===== src/rtl/spi_tx_pkg.sv =====
// spi_tx_pkg: shared definitions for the SPI transmit queue.
//   - entry layout (width and flag bit positions)
//   - launch FSM state encoding
//   - packed view of a queued entry
package spi_tx_pkg;

    localparam int SPI_ENTRY_W = 10;
    localparam int SPI_DC_BIT  = 9;
    localparam int SPI_END_BIT = 8;

    typedef enum logic [1:0] {
        ST_IDLE   = 2'd0,
        ST_LAUNCH = 2'd1,
        ST_SETTLE = 2'd2
    } spi_tx_state_e;

    // Field order matches the bus word: [9]=dc, [8]=end_txn, [7:0]=byte.
    typedef struct packed {
        logic       dc;
        logic       end_txn;
        logic [7:0] data;
    } spi_entry_t;

endpackage


===== src/rtl/byte_fifo.sv =====
// byte_fifo: generic synchronous FIFO (circular buffer + occupancy count).
//   clk, rstn      : clock, asynchronous active-low reset
//   push_i         : write strobe; ignored (and flagged on drop_o) when full
//   wr_data_i      : entry to write
//   pop_i          : read strobe; ignored when empty
//   rd_data_o      : head entry (valid while !empty_o)
//   full_o/empty_o : occupancy flags
//   level_o        : occupied entries, 0..DEPTH
//   drop_o         : a push was rejected this cycle because the FIFO was full
// A push into a full FIFO is dropped even if a pop happens in the same cycle;
// the full check uses the registered count only.
module byte_fifo #(
    parameter int WIDTH = 8,
    parameter int DEPTH = 4,
    parameter int LVL_W = $clog2(DEPTH) + 1
) (
    input  logic             clk,
    input  logic             rstn,
    input  logic             push_i,
    input  logic [WIDTH-1:0] wr_data_i,
    input  logic             pop_i,
    output logic [WIDTH-1:0] rd_data_o,
    output logic             full_o,
    output logic             empty_o,
    output logic [LVL_W-1:0] level_o,
    output logic             drop_o
);

    localparam int PTR_W = $clog2(DEPTH);

    logic [WIDTH-1:0] mem_q [DEPTH];
    logic [PTR_W-1:0] wr_ptr_q, wr_ptr_d;
    logic [PTR_W-1:0] rd_ptr_q, rd_ptr_d;
    logic [LVL_W-1:0] level_q, level_d;
    logic             push_ok, pop_ok;

    assign full_o    = (level_q == LVL_W'(DEPTH));
    assign empty_o   = (level_q == '0);
    assign level_o   = level_q;
    assign rd_data_o = mem_q[rd_ptr_q];

    assign push_ok = push_i && !full_o;
    assign pop_ok  = pop_i && !empty_o;
    assign drop_o  = push_i && full_o;

    // Pointers are exactly log2(DEPTH) bits, so increments wrap naturally.
    always_comb begin
        wr_ptr_d = wr_ptr_q;
        rd_ptr_d = rd_ptr_q;
        level_d  = level_q;
        if (push_ok) wr_ptr_d = wr_ptr_q + 1'b1;
        if (pop_ok)  rd_ptr_d = rd_ptr_q + 1'b1;
        case ({push_ok, pop_ok})
            2'b10:   level_d = level_q + LVL_W'(1);
            2'b01:   level_d = level_q - LVL_W'(1);
            default: level_d = level_q;
        endcase
    end

    always_ff @(posedge clk or negedge rstn) begin
        if (!rstn) begin
            wr_ptr_q <= '0;
            rd_ptr_q <= '0;
            level_q  <= '0;
        end else begin
            wr_ptr_q <= wr_ptr_d;
            rd_ptr_q <= rd_ptr_d;
            level_q  <= level_d;
        end
    end

    // Storage needs no reset: contents are only visible through level/pointers.
    always_ff @(posedge clk) begin
        if (push_ok) mem_q[wr_ptr_q] <= wr_data_i;
    end

endmodule


===== src/rtl/spi_tx_queue.sv =====
// spi_tx_queue: buffers bus writes to the SPI data register and launches them
// into spi_ctrl back-to-back whenever the controller is idle.
//   clk, rstn    : clock, asynchronous active-low reset
//   wr_en        : push strobe; wr_data = {dc, end_txn, byte}
//   clr_overflow : clears the sticky overflow flag (wins over a same-cycle set)
//   spi_busy     : busy from spi_ctrl
//   spi_start    : one-cycle start pulse; spi_byte/spi_end_txn/spi_dc valid with it
//   full, level  : queue occupancy
//   idle         : queue empty, FSM idle and spi_busy low (software status bit)
//   overflow     : sticky, a push was dropped
// Launch FSM: IDLE -> LAUNCH (pop head into output regs) -> SETTLE -> IDLE.
// SETTLE skips one cycle so spi_ctrl's registered busy has time to rise.
module spi_tx_queue
    import spi_tx_pkg::*;
#(
    parameter int DEPTH = 4,
    parameter int LVL_W = $clog2(DEPTH) + 1
) (
    input  logic                   clk,
    input  logic                   rstn,
    input  logic                   wr_en,
    input  logic [SPI_ENTRY_W-1:0] wr_data,
    input  logic                   clr_overflow,
    input  logic                   spi_busy,
    output logic                   spi_start,
    output logic [7:0]             spi_byte,
    output logic                   spi_end_txn,
    output logic                   spi_dc,
    output logic                   full,
    output logic [LVL_W-1:0]       level,
    output logic                   idle,
    output logic                   overflow
);

    spi_tx_state_e          state_q;
    logic [SPI_ENTRY_W-1:0] head_raw;
    spi_entry_t             head;
    logic                   empty;
    logic                   drop;
    logic                   launch;
    logic                   start_q;
    logic [7:0]             byte_q;
    logic                   end_q;
    logic                   dc_q;
    logic                   overflow_q, overflow_d;

    assign head   = spi_entry_t'(head_raw);
    assign launch = (state_q == ST_IDLE) && !empty && !spi_busy;

    byte_fifo #(
        .WIDTH (SPI_ENTRY_W),
        .DEPTH (DEPTH),
        .LVL_W (LVL_W)
    ) u_fifo (
        .clk       (clk),
        .rstn      (rstn),
        .push_i    (wr_en),
        .wr_data_i (wr_data),
        .pop_i     (launch),
        .rd_data_o (head_raw),
        .full_o    (full),
        .empty_o   (empty),
        .level_o   (level),
        .drop_o    (drop)
    );

    // Launch FSM with registered start pulse and payload registers. The
    // payload holds its last value between launches.
    always_ff @(posedge clk or negedge rstn) begin
        if (!rstn) begin
            state_q <= ST_IDLE;
            start_q <= 1'b0;
            byte_q  <= '0;
            end_q   <= 1'b0;
            dc_q    <= 1'b0;
        end else begin
            start_q <= 1'b0;
            case (state_q)
                ST_IDLE: begin
                    if (launch) begin
                        state_q <= ST_LAUNCH;
                        start_q <= 1'b1;
                        byte_q  <= head.data;
                        end_q   <= head.end_txn;
                        dc_q    <= head.dc;
                    end
                end
                ST_LAUNCH: state_q <= ST_SETTLE;
                ST_SETTLE: state_q <= ST_IDLE;
                default:   state_q <= ST_IDLE;
            endcase
        end
    end

    always_comb begin
        overflow_d = overflow_q;
        if (clr_overflow)  overflow_d = 1'b0;
        else if (drop)     overflow_d = 1'b1;
    end

    always_ff @(posedge clk or negedge rstn) begin
        if (!rstn) overflow_q <= 1'b0;
        else       overflow_q <= overflow_d;
    end

    assign spi_start   = start_q;
    assign spi_byte    = byte_q;
    assign spi_end_txn = end_q;
    assign spi_dc      = dc_q;
    assign overflow    = overflow_q;
    assign idle        = empty && (state_q == ST_IDLE) && !spi_busy;

endmodule


===== config.mk =====
export PLATFORM = sky130hd
export DESIGN_NAME = spi_tx_queue
export DESIGN_NICKNAME = d
export VERILOG_FILES = /design/src/rtl/spi_tx_pkg.sv /design/src/rtl/byte_fifo.sv /design/src/rtl/spi_tx_queue.sv
export SDC_FILE = /design/constraint.sdc
export NUM_CORES = 1
export LEC_CHECK = 0
export ABC_AREA = 1
export BUFFER_PORTS_ARGS = -buffer_cell sky130_fd_sc_hd__buf_2
export CAP_MARGIN = 40
export CELL_PAD_IN_SITES_DETAIL_PLACEMENT = 0
export CELL_PAD_IN_SITES_GLOBAL_PLACEMENT = 1
export CORE_UTILIZATION = 45
export DETAILED_ROUTE_END_ITERATION = 16
export GPL_TIMING_DRIVEN = 1
export HOLD_SLACK_MARGIN = 0.12
export PLACE_DENSITY = 0.84
export SYNTH_ARGS = -nofsm -noshare
export SYNTH_HDL_FRONTEND = slang
export SYNTH_SLANG_ARGS = --single-unit

===== constraint.sdc =====
create_clock -name clk -period 2.6 [get_ports clk]
set_input_delay 0.52 -clock clk [delete_from_list [all_inputs] [get_ports clk]]
set_output_delay 0.52 -clock clk [all_outputs]
set_load 0.03 [all_outputs]

Word-level counts from Yosys, hierarchy flattened
Memories as Yosys holds them, arrays and structs flattened. A register that Yosys moved wholly into a read port is not among the register bits.
Cells that the tools add are included.
{"block": "word_totals", "mem_bits_rw": 40, "elab_cells": 41, "memories": 1, "ff_bits": 11}
{"name": "u_fifo.mem_q", "words": 4, "width": 10, "rd": 1, "rd_clocked_by_memory_dff": 1, "wr": 1, "line_no": "byte_fifo.sv:31", "source": "logic [WIDTH-1:0] mem_q [DEPTH];"}
{"block": "op_classes", "n_eq_ne": 5, "add_sub_neg": 4, "reduce_logical": 16, "muxes": 9}
{"op": "logical AND 1 bit", "n": 7}
{"op": "two-way mux 1 bit", "n": 6}
{"op": "case mux 3 bit (2 select lines)", "n": 1}
{"op": "adder 2 x 1 -> 2 bit, second input constant", "n": 2}
{"op": "== test 2 x 1 -> 1 bit, second input constant", "n": 2}
{"op": "logical NOT 1 bit", "n": 4}
{"op": "case mux 2 bit (2 select lines)", "n": 1}
{"op": "nonzero test 2 bit", "n": 2}
{"op": "adder 3 x 1 -> 3 bit, second input constant", "n": 1}
{"op": "== test 3 bit, second input constant", "n": 1}
{"op": "logical NOT 3 bit", "n": 1}
{"op": "subtractor 3 x 1 -> 3 bit, second input constant", "n": 1}
{"op": "== test 2 bit, second input constant", "n": 1}
{"op": "logical NOT 2 bit", "n": 1}
{"op": "two-way mux 2 bit", "n": 1}
{"op": "inequality test 2 x 1 -> 1 bit, second input constant", "n": 1}
{"op": "AND reduction 2 bit", "n": 1}

Longest topological paths before layout
Gate-level depths: netlist (run 1).
{"block": "logic_depth", "word_depth": 7, "mapped_depth": 12, "mapped_depth_nobuf": 11}

Cells and area by module
A second synthesis (run 1) with hierarchy kept.
{"block": "hier_totals", "cells_unflattened": 239, "hier_area_um2": 2672.6}
{"mod": "byte_fifo", "seq_area_each_um2": 1376.3, "area_each_um2": 2095.8, "instances": 1, "cells_each": 180}
{"mod": "spi_tx_queue", "seq_area_each_um2": 350.3, "area_each_um2": 576.8, "instances": 1, "cells_each": 59}

Worst setup path after synthesis (run 1)
No wires, ideal clock.
{"block": "synth_path", "path_type": "register to register", "startpoint": "register u_fifo.level_q[1], in the netlist u_fifo.level_o[1]", "endpoint": "register u_fifo.level_q[2], in the netlist u_fifo.level_o[2]", "synth_period_minus_slack_ps": 2035, "required_ps": 2477, "setup_ps": 123, "arrival_ps": 1912, "path_buffers": 1, "path_stages_with_launch": 12, "path_slack_ps": 565, "path_cell_list": "dfrtp_1 inv_1 nand3_2 inv_2 nor2_4 buf_6 ha_1 inv_1 fa_1 nand2_1 nand3_1 xor2_1"}
{"block": "synth_between", "elab_chain_cells": 7}
{"item": "from (decl)", "line_no": "byte_fifo.sv:34", "source": "logic [LVL_W-1:0] level_q, level_d;"}
{"item": "from (signal assigned)", "line_no": "byte_fifo.sv:68", "source": "level_q <= level_d;"}
{"item": "logical NOT 3 bit *", "line_no": "byte_fifo.sv:38", "source": "assign empty_o = (level_q == '0);"}
{"item": "logical NOT 1 bit *", "line_no": "byte_fifo.sv:43, spi_tx_queue.sv:48"}
{"item": "logical AND 1 bit (2 in series)", "line_no": "spi_tx_queue.sv:48", "source": "assign launch = (state_q == ST_IDLE) && !empty && !spi_busy;"}
{"item": "logical AND 1 bit *", "line_no": "byte_fifo.sv:43", "source": "assign pop_ok = pop_i && !empty_o;"}
{"item": "via u_fifo.pop_ok", "line_no": "byte_fifo.sv:35", "source": "logic push_ok, pop_ok;"}
{"item": "== test 2 x 1 -> 1 bit or == test 2 bit (tied branches)", "line_no": "byte_fifo.sv:53", "source": "case ({push_ok, pop_ok})"}
{"item": "case mux 3 bit (2 select lines) or nonzero test 2 bit (tied branches)"}
The timed path passes the listed nets; every way through them passes the cells marked *.
A chain may end at the register's enable or synchronous reset.

Worst setup path after layout (run 1)
{"block": "layout_path", "startpoint": "register u_fifo.level_q[1], in the netlist u_fifo.level_o[1]", "endpoint": "register u_fifo.level_q[2], in the netlist u_fifo.level_o[2]"}
{"block": "layout_between", "elab_chain_cells": 7}
{"item": "logical NOT 3 bit", "line_no": "byte_fifo.sv:38"}
{"item": "logical NOT 1 bit", "line_no": "byte_fifo.sv:43, spi_tx_queue.sv:48"}
{"item": "logical AND 1 bit (2 in series)", "line_no": "spi_tx_queue.sv:48"}
{"item": "logical AND 1 bit", "line_no": "byte_fifo.sv:43"}
{"item": "== test 2 x 1 -> 1 bit or == test 2 bit (tied branches)", "line_no": "byte_fifo.sv:53"}
{"item": "case mux 3 bit (2 select lines) or nonzero test 2 bit (tied branches)"}
Several ways; a longest one is shown, not always the timed one.

==> results.json, run 1 <==
{
  "yosys.area_share.simple_pct": 20.3,
  "ff2ff_setup_slack_ns": 0.71,
  "stdcell_count": 386,
  "crit-reg2reg-capture": "u_fifo.level_o[2]",
  "worst_hold_path_type": "in -> async",
  "critical_path_class": "reg -> reg",
  "skew_ns": 0.00851,
  "fp.coreArea_um2": 5640,
  "cts_made_buffers": 9,
  "wl_per_cell_um": 11.9,
  "cts_tree": "done",
  "synth_xor_xnor_area_share_pct": 1.31,
  "postCtsHoldBufs": 0,
  "relSlewSlack_pct": 63.0,
  "max-cap-violations": 0,
  "drive_gt1_share_pct": 18.5,
  "min_period_ns": 1.89,
  "viasPerCell": 4.40,
  "post-route-util_pct": 55.3,
  "place.gp.congestion": 0.761,
  "finalMaxSlewViolations": 0,
  "finalHoldViolations": 0,
  "yosysMostFrequentCell": "nand2_1",
  "portBuffers": 31,
  "drt_drc_violations_left": 0,
  "grt_max_degree": 24,
  "clock_sinks": 61,
  "crit_path_start": "u_fifo.level_o[1]",
  "arrival_ns": 2.11,
  "fp.dieH_um": 79.2,
  "rsz0062_at_grt": "no",
  "p_per_area_nw_per_um2": 1210,
  "async_flop_share_pct": 34.4,
  "synthTopCellsByArea": "edfxtp_1, dfrtp_1, nand2_1, inv_1, nand3_1",
  "post_cts_buffers": 0,
  "synth-seq-cells": 61,
  "areaGrowthSynthToFinish_pct": 16.3,
  "firstDrtPassIters": 5,
  "syn_inst": 268,
  "die_w_um": 79.2,
  "overflow": 0,
  "timing.fmax_ghz": 0.528,
  "synth_compound_area_share_pct": 0.373,
  "antenna_found_initial": 0,
  "cp-end-kind": "flip-flop",
  "ctsLongestPathBuffers": 2,
  "cts-root-buf": "clkbuf_8",
  "yosys.area_share.adder_pct": 3.08,
  "status": "completed",
  "ys.flop_type": "edfxtp_1",
  "vias": 1699,
  "leakage_nw": 1.58,
  "yosysSeqAreaShare_pct": 64.4,
  "path_max_fanout": 7,
  "synth_top_area_share_pct": 44.8,
  "drt_iter0_drc": 104,
  "final_cell_area_um2": 3120,
  "critPathMaxStageDelay_ns": 0.39,
  "worst_pin_slew_ns": 0.553,
  "rr_startpoint": "u_fifo.level_o[1]",
  "fin_crit_sh_pct": 72.9,
  "required_ns": 2.81,
  "slowest_stage": "dfrtp_1",
  "dp_hpwl_um": 2940,
  "cts_resized": 0,
  "yosysWarnings": 0,
  "grt_pass1_wl_um": 7730,
  "diodes": 0,
  "yosys-top-cells-count": "nand2_1, inv_1, edfxtp_1, nand3_1, dfrtp_1",
  "routed_wl_um": 4580,
  "syn_avg_cell_area_um2": 10.0,
  "h-tree-depth": 3,
  "cts.clk_slew.worst_paths_ns": 0.07,
  "clk_latency_ns": 0.33,
  "placed_cells": 370,
  "setup_tns_ns": 0,
  "dieArea_um2": 6270,
  "placed_area_um2": 2910,
  "ioPinCount": 32,
  "syn-num-nets": 289,
  "synth-edff-count": 40,
  "synth.distinct_cells": 20,
  "yosys.area.top_type": "edfxtp_1",
  "nNetsFinal": 330,
  "finalSetupViolCount": 0,
  "synthMuxAreaShare_pct": 0,
  "synth_top_family_by_area": "simple AND/OR/NAND/NOR gates",
  "whs_ns": 0.154,
  "grt_pass1_vias": 1631,
  "antenna_left": 0,
  "cp_cell_sequence": "inv_1 > nand3_1 > nand2_2 > ha_1 > inv_1 > fa_1 > nand2_1 > nand3_1 > xor2_1",
  "netlist_area_um2": 2680,
  "peakVddDrop_mv": 0.585,
  "rows": 27,
  "r2r_cells": 9,
  "grt_usage_pct": 17.4,
  "start_util_pct": 47.5,
  "cp-start-kind": "flip-flop"
}
-- where the power goes --
part / internal (mW) / total [mW] / switching, mW
sequential: 1.33 / 1.48 / 0.145
combinational: 0.446 / 1.42 / 0.970
clock: 0.539 / 0.886 / 0.346
-- worst max-delay path, delay by kind of cell, from the launching register on --
family / cells / cell delay, ns
buffers and inverters: 2 / 0.20
XOR/XNOR: 1 / 0.15
flip-flops: 1 / 0.39
AND/OR/NAND/NOR: 4 / 0.47
adder cells (fa/ha/maj): 2 / 0.57
-- worst max-delay path by stage --
| stage | to | slack (ns) | cells past startpoint |
|---|---|---|---|
| 4_1_cts | u_fifo.level_o[2] | 0.69 | 10 |
| 3_5_place_dp | u_fifo.level_o[2] | 0.64 | 10 |
| 3_3_place_gp | u_fifo.level_o[2] | 0.68 | 10 |
| 6_report | u_fifo.level_o[2] | 0.71 | 9 |
| 2_1_floorplan | u_fifo.level_o[2] | 0.57 | 11 |
| 5_1_grt | u_fifo.level_o[2] | 0.52 | 10 |
-- through the flow --
step           power, mW  setup WS (ns)
5_1_grt             4.06          0.520
4_1_cts             3.83          0.687
2_1_floorplan       2.59          0.565
3_3_place_gp        2.90          0.685
6_report            3.78          0.705
3_5_place_dp        2.93          0.637
-- layout by cell type, fill, tap and decap left out, types with 2 or more instances in the layout --
master,count
nand2_1,92
inv_1,55
edfxtp_1,40
buf_2,31
nand3_1,24
dfrtp_1,21
clkbuf_8,9
nor2_1,8
buf_4,6
ha_1,5
inv_2,4
xor2_1,3
clkbuf_1,3
nor2_4,2
bufinv_16,2
-- flip-flops by register name, summed over array words and instances, names as in the netlist --
| signal | cells |
|---|---|
| u_fifo.wr_ptr_q | 2 |
| spi_byte | 8 |
| overflow | 1 |
| spi_end_txn | 1 |
| state_q | 2 |
| u_fifo.level_o | 3 |
| spi_dc | 1 |
| spi_start | 1 |
| u_fifo.rd_ptr_q | 2 |
| u_fifo.mem_q | 40 |
-- kinds of logic (layout without fill, tap and decap cells) --
kind of cell | count (synthesis) | after routing
compound gates | 2 | 2
xor+xnor | 4 | 4
fa+ha+maj | 6 | 6
buf+inv | 66 | 112
flops | 61 | 61
simple gates | 129 | 129
-- routing by layer --
metal  up-vias  track usage, %  share of wire, %
met5         -               0                 0
met4         0            9.82               2.5
met3         8            3.79               2.5
met2        23            28.8                50
met1       772            20.9                45
li1        896               -                 -
-- layout make-up --
class	instances	area, um2
timing repair buffer	37	200
inverter	59	221
multi-input combinational	141	673
tap	72	90.1
clock inverter	4	72.6
fill	506	2520
sequential	61	1730
clock buffer	12	135
Power figures use the tool's default switching activity.
==> run 2: changes to the inputs <==
--- a/config.mk
+++ b/config.mk
@@ -10,11 +10,11 @@
 export CAP_MARGIN = 40
 export CELL_PAD_IN_SITES_DETAIL_PLACEMENT = 0
 export CELL_PAD_IN_SITES_GLOBAL_PLACEMENT = 1
-export CORE_UTILIZATION = 45
+export CORE_UTILIZATION = 40
 export DETAILED_ROUTE_END_ITERATION = 16
 export GPL_TIMING_DRIVEN = 1
 export HOLD_SLACK_MARGIN = 0.12
-export PLACE_DENSITY = 0.84
+export PLACE_DENSITY = 0.79
 export SYNTH_ARGS = -nofsm -noshare
 export SYNTH_HDL_FRONTEND = slang
 export SYNTH_SLANG_ARGS = --single-unit
==> constraint.sdc (replaced) <==
create_clock -name clk -period 1.6 [get_ports clk]
set_input_delay 0.32 -clock clk [delete_from_list [all_inputs] [get_ports clk]]
set_output_delay 0.32 -clock clk [all_outputs]
set_load 0.03 [all_outputs]
==> results.json, run 2 (synthesis gave the netlist of run 1 again) <==
{
  "status": "finished, violations left",
  "violations": "design-rule violations, negative setup slack",
  "drive_gt1_share_pct": 27.8,
  "ff_latch_area_um2": 1730,
  "fin_crit_sh_pct": 107,
  "required_ns": 1.84,
  "worst_hold_path_type": "in -> reg",
  "rr_startpoint": "state_q[1]",
  "stdcell_count": 411,
  "critPathMaxStageDelay_ns": 0.41,
  "min_to": "u_fifo.mem_q[2][3]",
  "setup_slack_ns": -0.117,
  "arrival_ns": 1.95,
  "wl_per_cell_um": 12.4,
  "peakVddDrop_mv": 0.765,
  "start_util_pct": 41.8,
  "ctsLongestPathBuffers": 2,
  "path_max_fanout": 2,
  "viasPerCell": 4.40,
  "timing.fmax_ghz": 0.582,
  "place.gp.congestion": 0.764,
  "grt_max_degree": 23,
  "worst_pin_slew_ns": 0.501,
  "die_w_um": 83.9,
  "p_per_area_nw_per_um2": 1970,
  "multiInputGateArea_um2": 711,
  "pre_cts_slack_ns": -0.0927,
  "cts-root-buf": "clkbuf_8",
  "ff2ff_setup_slack_ns": -0.12,
  "vias": 1808,
  "drt_drc_violations_left": 2,
  "r2r_cells": 9,
  "nFillCells": 586,
  "h-tree-depth": 3,
  "largest_reg_flops": 40,
  "rsz0062_at_grt": "yes",
  "overflow": 0,
  "cts_tree": "done",
  "final_common_cell": "nand2_1",
  "crit_family": "adder cells",
  "ioPinCount": 32,
  "finalHoldViolations": 0,
  "final_cell_mix": "nand2_1, inv_1, edfxtp_1",
  "grt_pass1_vias": 1746,
  "grt_pass1_wl_um": 8570,
  "finalSetupViolCount": 3,
  "antenna_found_initial": 0,
  "nNetsFinal": 350,
  "min_period_ns": 1.72,
  "cp-end-kind": "flip-flop",
  "grt_usage_pct": 16.5,
  "drt_iter0_drc": 112,
  "skew_ns": 0.0145,
  "portBuffers": 31,
  "fp.coreArea_um2": 6420,
  "cts_made_buffers": 9,
  "critical_path_class": "reg -> reg",
  "antenna_left": 0,
  "clock_sinks": 61,
  "cts.clk_slew.worst_paths_ns": 0.07,
  "crit_top_cell": "nor2_4",
  "slowest_stage": "dfrtp_1",
  "cp_cell_sequence": "nor2_4 > nand2_4 > nor2_4 > ha_4 > inv_2 > fa_2 > nand2_2 > nand3_2 > xor2_1",
  "routed_wl_um": 5100,
  "min_from": "wr_data[3]",
  "cp-start-kind": "flip-flop",
  "rows": 29,
  "relSlewSlack_pct": 66.6,
  "dieArea_um2": 7040,
  "fp.dieH_um": 83.9,
  "max-cap-violations": 0,
  "diodes": 0,
  "worst-path-buf-inv": 1,
  "crit-reg2reg-capture": "u_fifo.level_o[2]",
  "regMostFlops": "u_fifo.mem_q",
  "finalMaxSlewViolations": 0,
  "areaGrowthSynthToFinish_pct": 23.9,
  "placed_cells": 389,
  "firstDrtPassIters": 10,
  "leakage_nw": 1.67,
  "holdPathStages": 1,
  "clk_latency_ns": 0.35,
  "dp_hpwl_um": 3300
}
-- run 2: cell types whose count changed in the layout (fill, tap and decap cells not counted), moves of 2 or more --
| cell | delta |
|---|---|
| nand2_1 | -2 |
| inv_2 | +5 |
| buf_2 | -2 |
| buf_4 | +17 |
| nand3_1 | -2 |
| buf_6 | +3 |
| dfrtp_2 | +3 |
| dfrtp_1 | -3 |
| nand3_2 | +2 |
| nand2_2 | +2 |
| dlygate4sd3_1 | +2 |
| clkinv_2 | +2 |
| inv_1 | -5 |
-- run 2: where the power goes --
part           internal [mW]  switching [mW]  total, mW
Combinational           1.05            1.78       2.83
Sequential              2.17           0.198       2.37
Clock                  0.760           0.585       1.34
-- run 2: area by class of cell --
| cell class | instances | share of cell area [%] |
|---|---|---|
| clock buffers | 12 | 4.37 |
| well taps | 77 | 2.90 |
| inverters | 59 | 6.66 |
| repair buffers | 57 | 11.2 |
| clock inverters | 4 | 1.47 |
| multi-input cells | 141 | 21.4 |
| flip-flops and latches | 61 | 52.1 |
-- run 2: routing by layer --
metal / global-route usage (%) / vias to the layer above / part of all wire, % / wire, um
met5: 0 / - / 0 / 0
li1: - / 937 / - / -
met2: 26.8 / 29 / 51 / 2580
met3: 5.34 / 13 / 2.9 / 149
met1: 19.9 / 829 / 44 / 2240
met4: 7.99 / 0 / 2.5 / 126
-- run 2: metrics by stage --
step | hold WS (ns) | cell area, um2 | TNS [ns] | utilization (%) | power (mW)
finish | 0.187 | 3320 | -0.197 | 51.8 | 6.55
CTS | 0.172 | 3280 | -0.238 | 51.1 | 6.49
floorplan | 0.0244 | 2700 | -1.92 | - | 4.26
detailed placement | 0.318 | 3040 | -0.106 | 47.4 | 5.07
global placement | 0.309 | 3040 | -0.0328 | 47.4 | 4.99
global route | 0.170 | 3320 | -0.443 | 51.8 | 7.04
-- run 2: worst max-delay path by stage --
stage                           start                 to  slack (ns)  cells after the start
floorplan           u_fifo.level_o[0]  u_fifo.level_o[2]       -0.24                     11
global placement           state_q[1]  u_fifo.level_o[2]       -0.03                     10
detailed placement         state_q[1]  u_fifo.level_o[2]       -0.09                     10
CTS                        state_q[0]  u_fifo.level_o[2]       -0.11                     10
global route               state_q[1]  u_fifo.level_o[2]       -0.21                      9
finish                     state_q[1]  u_fifo.level_o[2]       -0.12                      9
-- run 2: what timing repair did --
action	4_1_cts	5_1_grt
hold endpoints to repair	22	0
hold buffers	2	0
endpoints found under the setup margin	4	4
resized for setup	6	7
pin swaps	1	7
buffers inserted	1	3
==> run 3: changes to the inputs <==
--- a/config.mk
+++ b/config.mk
@@ -10,11 +10,11 @@
 export CAP_MARGIN = 40
 export CELL_PAD_IN_SITES_DETAIL_PLACEMENT = 0
 export CELL_PAD_IN_SITES_GLOBAL_PLACEMENT = 1
-export CORE_UTILIZATION = 40
+export CORE_UTILIZATION = 45
 export DETAILED_ROUTE_END_ITERATION = 16
 export GPL_TIMING_DRIVEN = 1
 export HOLD_SLACK_MARGIN = 0.12
-export PLACE_DENSITY = 0.79
+export PLACE_DENSITY = 0.84
 export SYNTH_ARGS = -nofsm -noshare
 export SYNTH_HDL_FRONTEND = slang
 export SYNTH_SLANG_ARGS = --single-unit
==> constraint.sdc (replaced) <==
create_clock -name clk -period 1.8 [get_ports clk]
set_input_delay 0.36 -clock clk [delete_from_list [all_inputs] [get_ports clk]]
set_output_delay 0.36 -clock clk [all_outputs]
set_load 0.03 [all_outputs]
==> results.json, run 3 (synthesis gave the netlist of run 1 again) <==
{
  "status": "completed",
  "grt_max_degree": 22,
  "whs_ns": 0.171,
  "timing.fmax_ghz": 0.589,
  "crit_top_cell": "nor2_4",
  "cts_made_buffers": 9,
  "start_util_pct": 47.5,
  "cts_tree": "done",
  "rows": 27,
  "p_clk_share_pct": 23.4,
  "grt_usage_pct": 17.5,
  "finalMaxSlewViolations": 0,
  "antenna_found_initial": 0,
  "path_max_fanout": 4,
  "drive_gt1_share_pct": 24.7,
  "p_sw_share_pct": 38.9,
  "post-route-util_pct": 57.4,
  "diodes": 0,
  "dieArea_um2": 6270,
  "peakVddDrop_mv": 0.794,
  "switchingPower_mw": 2.22,
  "worst-path-buf-inv": 2,
  "p_per_area_nw_per_um2": 1770,
  "drt_drc_violations_left": 0,
  "viasPerCell": 4.48,
  "required_ns": 2.06,
  "areaGrowthSynthToFinish_pct": 20.6,
  "die_w_um": 79.2,
  "worst_hold_path_type": "in -> reg",
  "cts.clk_slew.worst_paths_ns": 0.07,
  "fp.coreArea_um2": 5640,
  "finalHoldViolations": 0,
  "cp-end-kind": "flip-flop",
  "worst_pin_slew_ns": 0.508,
  "grt_pass1_vias": 1705,
  "final_cell_area_um2": 3240,
  "wl_per_cell_um": 12.0,
  "holdPathStages": 2,
  "placed_area_um2": 2980,
  "finalSetupViolCount": 0,
  "min_period_ns": 1.70,
  "clock_sinks": 61,
  "clk_latency_ns": 0.34,
  "fp.dieH_um": 79.2,
  "cp-start-kind": "flip-flop",
  "place.gp.congestion": 0.745,
  "routed_wl_um": 4750,
  "cts-root-buf": "clkbuf_8",
  "max-cap-violations": 0,
  "ioPinCount": 32,
  "dp_hpwl_um": 3210,
  "largest_reg_flops": 40,
  "relSlewSlack_pct": 66.1,
  "fin_crit_sh_pct": 94.2,
  "final_common_cell": "nand2_1",
  "crit_family": "adder cells",
  "drt_iter0_drc": 112,
  "p_int_mw": 3.49,
  "overflow": 0,
  "firstDrtPassIters": 4,
  "cp_cell_sequence": "nor2_4 > nand2_4 > nor2_4 > ha_4 > inv_2 > fa_2 > inv_1 > nand2_1 > nand3_1 > xor2_1",
  "ctsLongestPathBuffers": 2,
  "vias": 1773,
  "r2r_cells": 10,
  "h-tree-depth": 3,
  "portBuffers": 31,
  "nNetsFinal": 340,
  "critical_path_class": "reg -> reg",
  "critPathMaxStageDelay_ns": 0.41,
  "regMostFlops": "u_fifo.mem_q",
  "p_comb_share_pct": 39.3,
  "final_cell_mix": "nand2_1, inv_1, edfxtp_1",
  "grt_pass1_wl_um": 7870,
  "slowest_stage": "dfrtp_1",
  "rsz0062_at_grt": "no",
  "antenna_left": 0,
  "seqPwrFrac_pct": 37.3,
  "arrival_ns": 1.95,
  "skew_ns": 0.0149,
  "leakage_nw": 1.63,
  "cp.depth": 10
}
==> run 3: power by group through the flow <==
stage	Clock, mW	Sequential, mW	Combinational, mW
2_1_floorplan	0	2.45	1.33
3_3_place_gp	0	2.16	2.18
3_5_place_dp	0	2.17	2.22
4_1_cts	1.37	2.14	2.23
5_1_grt	1.43	2.18	2.52
6_report	1.34	2.13	2.25
==> run 3: worst paths after layout <==
check / slack, ns / start / endpoint
worst max-delay path: 0.10 / state_q[1] / u_fifo.level_o[2]
worst min-delay path: 0.17 / clr_overflow / overflow
worst max register to register: 0.10 / state_q[1] / u_fifo.level_o[2]
worst min register to register: 0.47 / spi_byte[2] / spi_byte[2]
max in group asynchronous: 0.90 / rstn / u_fifo.level_o[2]
min in group asynchronous: 0.53 / rstn / spi_end_txn
==> run 3: what timing repair did <==
item,in CTS,in global routing
hold buffers,1,0
buffers inserted,0,2
endpoints found under the hold margin,21,0
resized for setup,0,1
setup endpoints to repair,0,1
==> run 3: area by class of cell <==
cell class	instances	area [um2]
flip-flops and latches	61	1730
inverters	59	221
well taps	72	90.1
repair buffers	47	278
multi-input cells	141	693
fillers	490	2410
clock inverters	7	98.8
clock buffers	9	124
==> run 3: per-layer routing <==
layer / vias up / part of all wire (%) / global-route usage (%)
li1: 920 / - / -
met1: 814 / 46 / 20.7
met4: 0 / 1.8 / 8.73
met5: - / 0 / 0
met3: 9 / 3.2 / 4.83
met2: 30 / 49 / 29.1
==> run 3: per-stage QoR <==
stage,setup WS (ns),TNS [ns],cells,power [mW]
final,0.104,0,396,5.71
after global routing,0.00984,0,396,6.12
after global placement,0.129,0,377,4.34
after floorplan,-0.0436,-0.0436,268,3.78
after CTS,0.0675,0,394,5.74
after detailed placement,0.0912,0,377,4.38
